===== src/rtl/gf_pkg.sv =====
// Shared constants, op encodings, FSM states and the xtime helper for the GF(2^4) datapath.
package gf_pkg;

    localparam int              GF_M     = 4;
    localparam logic [GF_M-1:0] GF_POLY  = 4'b0011;
    localparam int              GF_CNT_W = $clog2(GF_M);

    localparam logic OP_ADD = 1'b0;
    localparam logic OP_MUL = 1'b1;

    typedef enum logic [1:0] {IDLE, RUN, DONE} state_t;

    // Multiply by x, folding the overflow bit back in through the field polynomial.
    function automatic logic [GF_M-1:0] xtime(input logic [GF_M-1:0] x);
        return {x[GF_M-2:0], 1'b0} ^ (x[GF_M-1] ? GF_POLY : '0);
    endfunction

endpackage


===== src/rtl/gf_mul_ctrl_if.sv =====
// Start/result handshake between the point sequencers and gf_mul_ctrl.
// err exists only when GF_START_ERR_EN is defined.
interface gf_mul_ctrl_if;
    import gf_pkg::*;

    logic            start;
    logic            op;
    logic [GF_M-1:0] a;
    logic [GF_M-1:0] b;
    logic            busy;
    logic            done;
    logic [GF_M-1:0] result;

`ifdef GF_START_ERR_EN
    logic            err;

    modport master (output start, op, a, b, input busy, done, result, err);
    modport slave  (input start, op, a, b, output busy, done, result, err);
`else
    modport master (output start, op, a, b, input busy, done, result);
    modport slave  (input start, op, a, b, output busy, done, result);
`endif

endinterface


===== src/rtl/gf_step.sv =====
// One combinational datapath step: a plain field add, or one MSB-first
// shift-and-add multiply iteration (xtime of the accumulator plus a gated A).
module gf_step
    import gf_pkg::*;
(
    input  logic            i_mul,
    input  logic [GF_M-1:0] i_acc,
    input  logic [GF_M-1:0] i_a,
    input  logic [GF_M-1:0] i_b,
    input  logic            i_bit,
    output logic [GF_M-1:0] o_nxt
);

    logic [GF_M-1:0] w_x;
    logic [GF_M-1:0] w_y;

    // NOTE: every output gets a default first so always_comb never infers a latch.
    always_comb begin
        w_x = i_a;
        w_y = i_b;
        if (i_mul) begin
            w_x = xtime(i_acc);
            w_y = i_bit ? i_a : '0;
        end
    end

    xor_add #(.W(GF_M)) u_add (
        .i_x   (w_x),
        .i_y   (w_y),
        .o_sum (o_nxt)
    );

endmodule


===== src/rtl/xor_add.sv =====
// Carry-free GF(2^m) adder: plain bit-wise XOR.
module xor_add #(
    parameter int W = 4
) (
    input  logic [W-1:0] i_x,
    input  logic [W-1:0] i_y,
    output logic [W-1:0] o_sum
);

    assign o_sum = i_x ^ i_y;

endmodule


===== src/rtl/gf_mul_ctrl.sv =====
// GF(2^4) add/multiply sequencer: FSM, step counter and registers around gf_step.
// Optional sticky start-while-busy flag: define GF_START_ERR_EN.
module gf_mul_ctrl
    import gf_pkg::*;
(
    input logic          clk,
    input logic          rst,
    gf_mul_ctrl_if.slave bus
);

    state_t              r_state;
    logic                r_op;
    logic [GF_M-1:0]     r_a;
    logic [GF_M-1:0]     r_b;
    logic [GF_M-1:0]     r_acc;
    logic [GF_CNT_W-1:0] r_cnt;
    logic [GF_M-1:0]     r_result;
    logic                r_busy;
    logic                r_done;
    logic [GF_M-1:0]     w_acc_next;

    gf_step u_step (
        .i_mul (r_op == OP_MUL),
        .i_acc (r_acc),
        .i_a   (r_a),
        .i_b   (r_b),
        .i_bit (r_b[r_cnt]),
        .o_nxt (w_acc_next)
    );

    // NOTE: sequential state uses <= so every register samples pre-edge values.
    always_ff @(posedge clk) begin
        if (rst) begin
            r_state  <= IDLE;
            r_op     <= OP_ADD;
            r_a      <= '0;
            r_b      <= '0;
            r_acc    <= '0;
            r_cnt    <= '0;
            r_result <= '0;
            r_busy   <= 1'b0;
            r_done   <= 1'b0;
        end else begin
            r_done <= 1'b0;
            case (r_state)
                IDLE, DONE: begin
                    if (bus.start) begin
                        r_op    <= bus.op;
                        r_a     <= bus.a;
                        r_b     <= bus.b;
                        r_acc   <= '0;
                        r_cnt   <= (bus.op == OP_MUL) ? GF_CNT_W'(GF_M - 1) : '0;
                        r_busy  <= 1'b1;
                        r_state <= RUN;
                    end else begin
                        r_state <= IDLE;
                    end
                end
                RUN: begin
                    r_acc <= w_acc_next;
                    if (r_cnt == '0) begin
                        r_result <= w_acc_next;
                        r_done   <= 1'b1;
                        r_busy   <= 1'b0;
                        r_state  <= DONE;
                    end else begin
                        r_cnt <= r_cnt - 1'b1;
                    end
                end
                default: r_state <= IDLE;
            endcase
        end
    end

    assign bus.busy   = r_busy;
    assign bus.done   = r_done;
    assign bus.result = r_result;

`ifdef GF_START_ERR_EN
    logic r_err;

    always_ff @(posedge clk) begin
        if (rst) begin
            r_err <= 1'b0;
        end else if (r_state == RUN && bus.start) begin
            r_err <= 1'b1;
        end
    end

    assign bus.err = r_err;
`endif

endmodule


===== src/flat_wrapper.sv =====
// flat-port wrapper written by rule: the top's interface ports become plain ports
module gf_mul_ctrl_flat import gf_pkg::*;
  (clk, rst, bus_start, bus_op, bus_a, bus_b, bus_busy, bus_done, bus_result);
  gf_mul_ctrl_if bus_i ();
  input logic clk;
  input logic rst;
  input wire logic [$bits(bus_i.start)-1:0] bus_start;
  input wire logic [$bits(bus_i.op)-1:0] bus_op;
  input wire logic [$bits(bus_i.a)-1:0] bus_a;
  input wire logic [$bits(bus_i.b)-1:0] bus_b;
  output wire logic [$bits(bus_i.busy)-1:0] bus_busy;
  output wire logic [$bits(bus_i.done)-1:0] bus_done;
  output wire logic [$bits(bus_i.result)-1:0] bus_result;
  assign bus_i.start = bus_start;
  assign bus_i.op = bus_op;
  assign bus_i.a = bus_a;
  assign bus_i.b = bus_b;
  assign bus_busy = bus_i.busy;
  assign bus_done = bus_i.done;
  assign bus_result = bus_i.result;
  gf_mul_ctrl u_core (.clk(clk), .rst(rst), .bus(bus_i));
endmodule

===== config.mk =====
export PLATFORM = sky130hd
export DESIGN_NAME = gf_mul_ctrl_flat
export DESIGN_NICKNAME = d
export VERILOG_FILES = /design/src/rtl/gf_pkg.sv /design/src/rtl/gf_mul_ctrl_if.sv /design/src/rtl/gf_step.sv /design/src/rtl/xor_add.sv /design/src/rtl/gf_mul_ctrl.sv /design/src/flat_wrapper.sv
export SDC_FILE = /design/constraint.sdc
export NUM_CORES = 1
export LEC_CHECK = 0
export ABC_AREA = 1
export CORE_AREA = 4 4 59 61
export DETAILED_ROUTE_END_ITERATION = 7
export DIE_AREA = 0 0 63 65
export DONT_BUFFER_PORTS = 1
export GPL_TIMING_DRIVEN = 0
export PLACE_DENSITY = 0.51
export SYNTH_ARGS = -nofsm -noshare
export SYNTH_HDL_FRONTEND = slang
export SYNTH_SLANG_ARGS = --single-unit

===== constraint.sdc =====
create_clock -name clk -period 1.5 [get_ports clk]
set_input_delay 0.45 -clock clk [delete_from_list [all_inputs] [get_ports clk]]
set_output_delay 0.45 -clock clk [all_outputs]
set_load 0.03 [all_outputs]

# [Word level (Yosys, flattened, before mapping)]
# Index checks and enable logic that the tools add are counted.
[word_totals] inputBits=12 out_inout_bits=6 elab_cells=48 regBits=23
[classes] muxes=19 n_addsub=1 n_eq_ne=5 magnitude_cmp=1 bitwise_logic=3 reduce_logical=10
[op_table] op="two-way mux 4 bit" count=4
[op_table] op="two-way mux 2 bit" count=5
[op_table] op="case mux 2 bit (2 select lines)" count=2
[op_table] op="case mux 4 bit (2 select lines)" count=1
[op_table] op="bitwise XOR 4 bit" count=2
[op_table] op="AND reduction 2 bit" count=3
[op_table] op="AND reduction 3 bit" count=2
[op_table] op="two-way mux 1 bit" count=5
[op_table] op="zero test 2 bit" count=2
[op_table] op="inequality test 2 bit (second input constant)" count=2
[op_table] op="OR reduction 2 bit" count=2
[op_table] op="less-than comparator 2 x 3 -> 1 bit (second input constant)" count=1
[op_table] op="binary-select mux 1 bit (select 2 bit)" count=1
[op_table] op="equality test 2 x 1 -> 1 bit (second input constant)" count=1
[op_table] op="equality test 2 bit (second input constant)" count=1
[op_table] op="inequality test 2 x 1 -> 1 bit (second input constant)" count=1
[op_table] op="case mux 1 bit (2 select lines)" count=1
[op_table] op="nonzero test 2 bit" count=1
[op_table] op="subtractor 2 x 1 -> 2 bit (second input constant)" count=1
[op_table] op="inverter 1 bit" count=1

# [Longest topological paths before layout]
# Gate-level depths: netlist (run 1).
[logic_depth] ltp_word=6 mapped_depth=10 mapped_depth_nobuf=10

# [Hierarchy]
# A second synthesis (run 1) with hierarchy kept.
[unflattened] cells_unflattened=165 hier_area_um2=1108.6
[modules_own_cells] mod="gf_mul_ctrl" seq_area_each_um2=460.4 area_per_inst_um2=894.6 instances=1 cells_per_inst=118
[modules_own_cells] mod="gf_step" seq_area_each_um2=0.0 area_per_inst_um2=138.9 instances=1 cells_per_inst=27
[modules_own_cells] mod="xor_add" seq_area_each_um2=0.0 area_per_inst_um2=75.1 instances=1 cells_per_inst=20

# [Least setup slack after synthesis (run 1)]
# No wires, ideal clock.
[synth_path] path_type="register -> register" startpoint="reg u_core.r_cnt[0]" endpoint="reg u_core.r_cnt[1]" t_required_ps=1414 setup_slack_ps=395 setup_ps=86 period_less_slack_ps=1105 n_path_buf=0 path_stages_with_launch=6 arrival_ps=1020 path_cell_list="dfxtp_1 > inv_2 > ha_1 > o21ai_0 > nor2_1 > a211oi_1"
[synth_via] elab_chain_len=3 word_cells_on_any_way=6 cone_classes="add/sub (1); eq/ne (1); mux (2); reduce/logical (2)"
[synth_rtl] element="start: declaration" line="gf_mul_ctrl.sv:16" rtl="logic [GF_CNT_W-1:0] r_cnt;"
[synth_rtl] element="start signal: assignment" line="gf_mul_ctrl.sv:52" rtl="r_cnt <= (bus.op == OP_MUL) ? GF_CNT_W'(GF_M - 1) : '0;"
[synth_rtl] element="start signal: assignment" line="gf_mul_ctrl.sv:67" rtl="r_cnt <= r_cnt - 1'b1;"
[synth_rtl] element="subtractor 2 x 1 -> 2 bit or zero test 2 bit (tied branches)" line="gf_mul_ctrl.sv:67, gf_mul_ctrl.sv:61"
[synth_rtl] element="two-way mux 2 bit or inequality test 2 bit (tied branches)"
[synth_rtl] element="case mux 2 bit (2 select lines) or AND reduction 3 bit (tied branches)"
# Several ways; a longest one is shown, not always the timed one. The select of a mux whose other input is x is not followed.
# A chain may end at the register's enable or synchronous reset.

# [Worst setup path after layout (run 1)]
[layout_path] startpoint="reg u_core.r_busy (netlist: u_core.bus.busy)" endpoint="out bus_busy"
[layout_rtl] element="start: declaration" line="gf_mul_ctrl.sv:18" rtl="logic r_busy;"
[layout_rtl] element="start signal: assignment" line="gf_mul_ctrl.sv:41" rtl="r_busy <= 1'b0;"
[layout_rtl] element="start signal: assignment" line="gf_mul_ctrl.sv:53" rtl="r_busy <= 1'b1;"
[layout_rtl] element="start signal: assignment" line="gf_mul_ctrl.sv:64" rtl="r_busy <= 1'b0;"
[layout_rtl] element="end: declaration" line="flat_wrapper.sv:11" rtl="output wire logic [$bits(bus_i.busy)-1:0] bus_busy;"
# No word-level cell between the ends.

==> impl_metrics.ini, run 1 <==
[critical_path]
rr_endpoint = u_core.r_cnt[1]
cp.required_ps = 1050
ff2ff_setup_slack_ps = 250
rr_worst_depth = 5
path_class = flip-flop to primary output
cp-start-kind = flip-flop
crit_arrival_ps = 850
cp_max_fo = 2
r2r-start = u_core.r_cnt[0]
crit_path_end_kind = primary output

[cts]
cts_buffer_depth = 2
cts_setup_buffers = 0
cts_sinks = 23
cts_tree = done
holdBufCountCts = 0
cts_resized = 0
worstSkewPairLatency_ps = 310
root_buffer = clkbuf_4
clk_pin_slew_worst_paths_ps = 130
htreeDepth = 1
cts_made_buffers = 3

[synth]
ys_top_cells_by_count = nand2_1, dfxtp_1, inv_1
syn_nets = 181
ys_seq_area_frac = 0.402
yosys_warnings = 0
yosysMostFrequentCell = nand2_1
synth-seq-cells = 23
netlist_instances = 168
syn-cell-area_sq_mm = 0.00114
yosys.area.top_type_share = 0.402
netlist_top_cells_area = dfxtp_1, nand2_1, inv_1
syn_area_per_cell_sq_um = 6.81
synth_top_cell_by_area = dfxtp_1
async_flop_share = 0
ys.flop_type = dfxtp_1
synth_edf_count = 0
synthDistinctLibCells = 21

[route]
wirelength_um = 2260
via_count = 996
via_per_inst = 4.86
drc = 0
wl_per_cell_um = 11.0
drt_iter0_markers = 27
ant_nets = 0
first_pass_iters = 4

[global_routing]
grt_util_all_layers = 0.121
grt_pass1_vias = 941
antenna_found_initial = 0
grt_pass1_wl_um = 4020
grt_max_degree = 14
grt_remaining_overflow = 0

[finish]
area_growth_syn_to_layout_pct = 6.01
fin_cells = 205
final_area_sq_mm = 0.00121
n_antenna_cell = 0
fillers = 327
nNetsFinal = 186
drive_above_1_share = 0.140

[die]
die-height_um = 65
coreArea_sq_mm = 0.00298
rows = 20
start_util = 0.384
die_x_um = 63
ios = 18
die_area_sq_mm = 0.00410

[timing]
skew_ps = 10.2
fin_tns_setup_ps = 0
timing.fmax_mhz = 772
hold_violations = 0
worst_slew_pin_slew_ps = 539
drv_slew = 0
fin_crit_sh = 0.863
fin_ws_ps = 205
slew_headroom = 0.641
period_needed_ps = 1300
finalSetupViolCount = 0
rsz0062_at_grt = no

[place]
gp_congestion = 0.826
place_inst = 201
post-place-ws_ps = 286
placed_area_sq_mm = 0.00119
portBuffers = 0
hpwl_um = 1840

[power_and_ir_drop]
power_frac_clock = 0.230
seqPwrFrac = 0.574
p_sw_frac = 0.323
p_int_w = 0.000844
power.leakage_nw = 0.575
power_frac_comb = 0.196
ir_drop_mv = 0.501
p_sw_w = 0.000403
cellPowerDensity_mw_per_mm2 = 1030

[hold_path]
holdPathStages = 3
worstHoldEndpoint = u_core.bus.result[2]
hp-start = rst
hp-class = input port to flip-flop

[outcome]
status = finished, final reports clean

[job]
drv_cap = 0
layer usage:
metal / part of all wire / vias to the layer above / wire (um) / GRT usage
met5: 0 / - / 0 / 0
met4: 0.0071 / 0 / 16 / 0.0331
met3: 0.038 / 2 / 86 / 0.0277
met2: 0.47 / 15 / 1070 / 0.213
met1: 0.48 / 448 / 1090 / 0.147
li1: - / 531 / - / -
per-stage QoR:
| stage | util | total power (W) | hold WS [ps] |
|---|---|---|---|
| detailed placement | 0.398 | 0.000979 | 478 |
| global placement | 0.398 | 0.000973 | 471 |
| CTS | 0.408 | 0.00127 | 258 |
| global route | 0.408 | 0.00133 | 261 |
| finish | 0.408 | 0.00125 | 263 |
| floorplan | - | 0.000927 | 450 |
registers in the layout (all words and copies together), names as in the netlist:
| name | cells |
|---|---|
| u_core.bus.result | 4 |
| u_core.r_a | 4 |
| u_core.r_acc | 4 |
| u_core.r_b | 4 |
| u_core.r_cnt | 2 |
| u_core.r_state | 2 |
| u_core.bus.busy | 1 |
| u_core.bus.done | 1 |
| u_core.r_op | 1 |
kinds of logic after synthesis:
| family | after synthesis | synth area share |
|---|---|---|
| fa+ha+maj | 1 | 0.0109 |
| simple gates | 86 | 0.338 |
| flops | 23 | 0.402 |
| compound gates | 26 | 0.137 |
| buf+inv | 32 | 0.113 |
how the worst max path moves through the flow:
stage                     from              endpoint  slack (ps)  cells past startpoint
2_1_floorplan  u_core.r_cnt[0]       u_core.r_cnt[1]         390                      5
3_3_place_gp   u_core.r_cnt[0]  u_core.bus.result[1]         290                      8
3_5_place_dp   u_core.r_cnt[0]       u_core.r_cnt[1]         290                      5
4_1_cts        u_core.bus.busy              bus_busy         190                      0
5_1_grt        u_core.r_cnt[0]       u_core.r_cnt[1]         120                      5
6_report       u_core.bus.busy              bus_busy         200                      0
layout make-up:
cell class	count	area (sq um)	share of cell area
flip-flops and latches	23	460	0.379
multi-input cells	113	556	0.458
clock inverters	1	5.00	0.00412
clock buffers	3	22.5	0.0186
well taps	33	41.3	0.0340
plain buffers	4	23.8	0.0196
inverters	28	105	0.0866
layout by cell type, fill, tap and decap left out, types with 5 or more instances in the layout:
| cell type | n |
|---|---|
| a21oi_1 | 14 |
| dfxtp_1 | 23 |
| inv_1 | 23 |
| inv_2 | 5 |
| nand2_1 | 57 |
| nand3_1 | 12 |
| nor2_1 | 6 |
worst register-to-register path: stages (launching register included):
cell and delay [ps]:
dfxtp_1 410, inv_2 80, ha_1 290, o21ai_0 160, nor2_1 60, a211oi_1 170
power groups by stage:
stage	clock [W]	combinational [W]	sequential [W]
after floorplan	0	0.000204	0.000722
after CTS	0.000300	0.000249	0.000717
after global placement	0	0.000243	0.000730
final	0.000286	0.000244	0.000716
after global routing	0.000319	0.000285	0.000723
after detailed placement	0	0.000248	0.000731
Power figures use the tool's default switching activity.
==> run 2: changes to the inputs <==
--- a/config.mk
+++ b/config.mk
@@ -6,12 +6,12 @@
 export NUM_CORES = 1
 export LEC_CHECK = 0
 export ABC_AREA = 1
-export CORE_AREA = 4 4 59 61
+export CORE_AREA = 4 4 49 51
 export DETAILED_ROUTE_END_ITERATION = 7
-export DIE_AREA = 0 0 63 65
+export DIE_AREA = 0 0 53 55
 export DONT_BUFFER_PORTS = 1
 export GPL_TIMING_DRIVEN = 0
-export PLACE_DENSITY = 0.51
+export PLACE_DENSITY = 0.71
 export SYNTH_ARGS = -nofsm -noshare
 export SYNTH_HDL_FRONTEND = slang
 export SYNTH_SLANG_ARGS = --single-unit
==> run 2 against run 1 <==
Compared with the run above: register-to-register slack about the same; sequential power about the same; sequential share of layout area increased by 0.24 points; non-clock buffer count unchanged; core utilization increased by 21 points; cell count decreased by 2.9%; combinational power increased by 2%; global-route usage increased by 7.3 points; largest cell class unchanged.
==> impl_metrics.ini, run 2 (same netlist as run 1, synthesis figures left out) <==
[finish]
utilization = 0.621
final_common_cell = nand2_1
final_cell_mix = nand2_1, inv_1, dfxtp_1
area_growth_syn_to_layout_pct = 5.36
fin_cells = 199
nNetsFinal = 186
fillers = 186
drive_above_1_share = 0.140
n_antenna_cell = 0

[cts]
worstSkewPairLatency_ps = 310
cts_setup_buffers = 0
cts_sinks = 23
clk_pin_slew_worst_paths_ps = 120
cts_made_buffers = 3
cts_tree = done
htreeDepth = 1
holdBufCountCts = 0
root_buffer = clkbuf_4
cts_buffer_depth = 2
cts_resized = 0

[route]
drt_iter0_markers = 26
drc = 0
via_count = 1035
wirelength_um = 2280
first_pass_iters = 4
ant_nets = 0
wl_per_cell_um = 11.4
via_per_inst = 5.20

[global_routing]
grt_max_degree = 14
grt_util_all_layers = 0.194
grt_pass1_vias = 977
grt_remaining_overflow = 0
grt_pass1_wl_um = 4130
antenna_found_initial = 0

[critical_path]
crit_arrival_ps = 850
crit_path_end_kind = primary output
cp-start-kind = flip-flop
cp_max_fo = 2
path_class = flip-flop to primary output
cp.required_ps = 1050

[die]
rows = 16
coreArea_sq_mm = 0.00194
die-height_um = 55
die_area_sq_mm = 0.00292
ios = 18
start_util = 0.590
die_x_um = 53

[power_and_ir_drop]
cellPowerDensity_mw_per_mm2 = 1040
ir_drop_mv = 0.721
power.leakage_nw = 0.575

[timing]
fin_tns_setup_ps = 0
fin_crit_sh = 0.865
hold_violations = 0
finalSetupViolCount = 0
drv_slew = 0
fin_ws_ps = 203
period_needed_ps = 1300
rsz0062_at_grt = no
skew_ps = 2.60
worst_slew_pin_slew_ps = 529
slew_headroom = 0.647
hold_ws_ps = 260
timing.fmax_mhz = 771

[place]
place_inst = 195
portBuffers = 0
gp_congestion = 0.817
hpwl_um = 1770
post-place-ws_ps = 283

[outcome]
status = finished, final reports clean

[job]
drv_cap = 0

[hold_path]
hp-class = input port to flip-flop
run 2: per-stage QoR:
stage	instance area, sq um	power, W
floorplan	1140	0.000927
global placement	1180	0.000970
detailed placement	1180	0.000978
CTS	1210	0.00126
global route	1210	0.00134
finish	1210	0.00125
run 2: worst paths after layout:
path	start	endpoint	slack, ps	cells past startpoint
setup / recovery	u_core.bus.result[3]	bus_result[3]	200	0
hold reg to reg	u_core.r_acc[1]	u_core.r_acc[1]	490	2
hold / removal	bus_a[0]	u_core.r_a[0]	260	2
setup reg to reg	u_core.r_cnt[0]	u_core.r_cnt[1]	250	5
run 2: per-layer routing:
metal	share of wire	GRT usage	wire [um]	vias to the layer above
met3	0.055	0.0322	125	6
met2	0.48	0.360	1090	28
met4	0.019	0.0638	44	0
met5	0	0	0	-
met1	0.45	0.227	1020	466
li1	-	-	-	535
run 2: layout make-up:
class,instances,area [sq um],area share
flip-flops and latches,23,460,0.382
multi-input cells,113,556,0.461
clock buffers,3,22.5,0.0187
plain buffers,4,23.8,0.0197
clock inverters,1,5.00,0.00415
inverters,28,105,0.0871
well taps,27,33.8,0.0280
run 2: where the power goes:
part	internal (W)	switching, W
logic	0.0000877	0.000160
registers	0.000656	0.0000600
clock network	0.0000999	0.000186
total	0.000844	0.000406
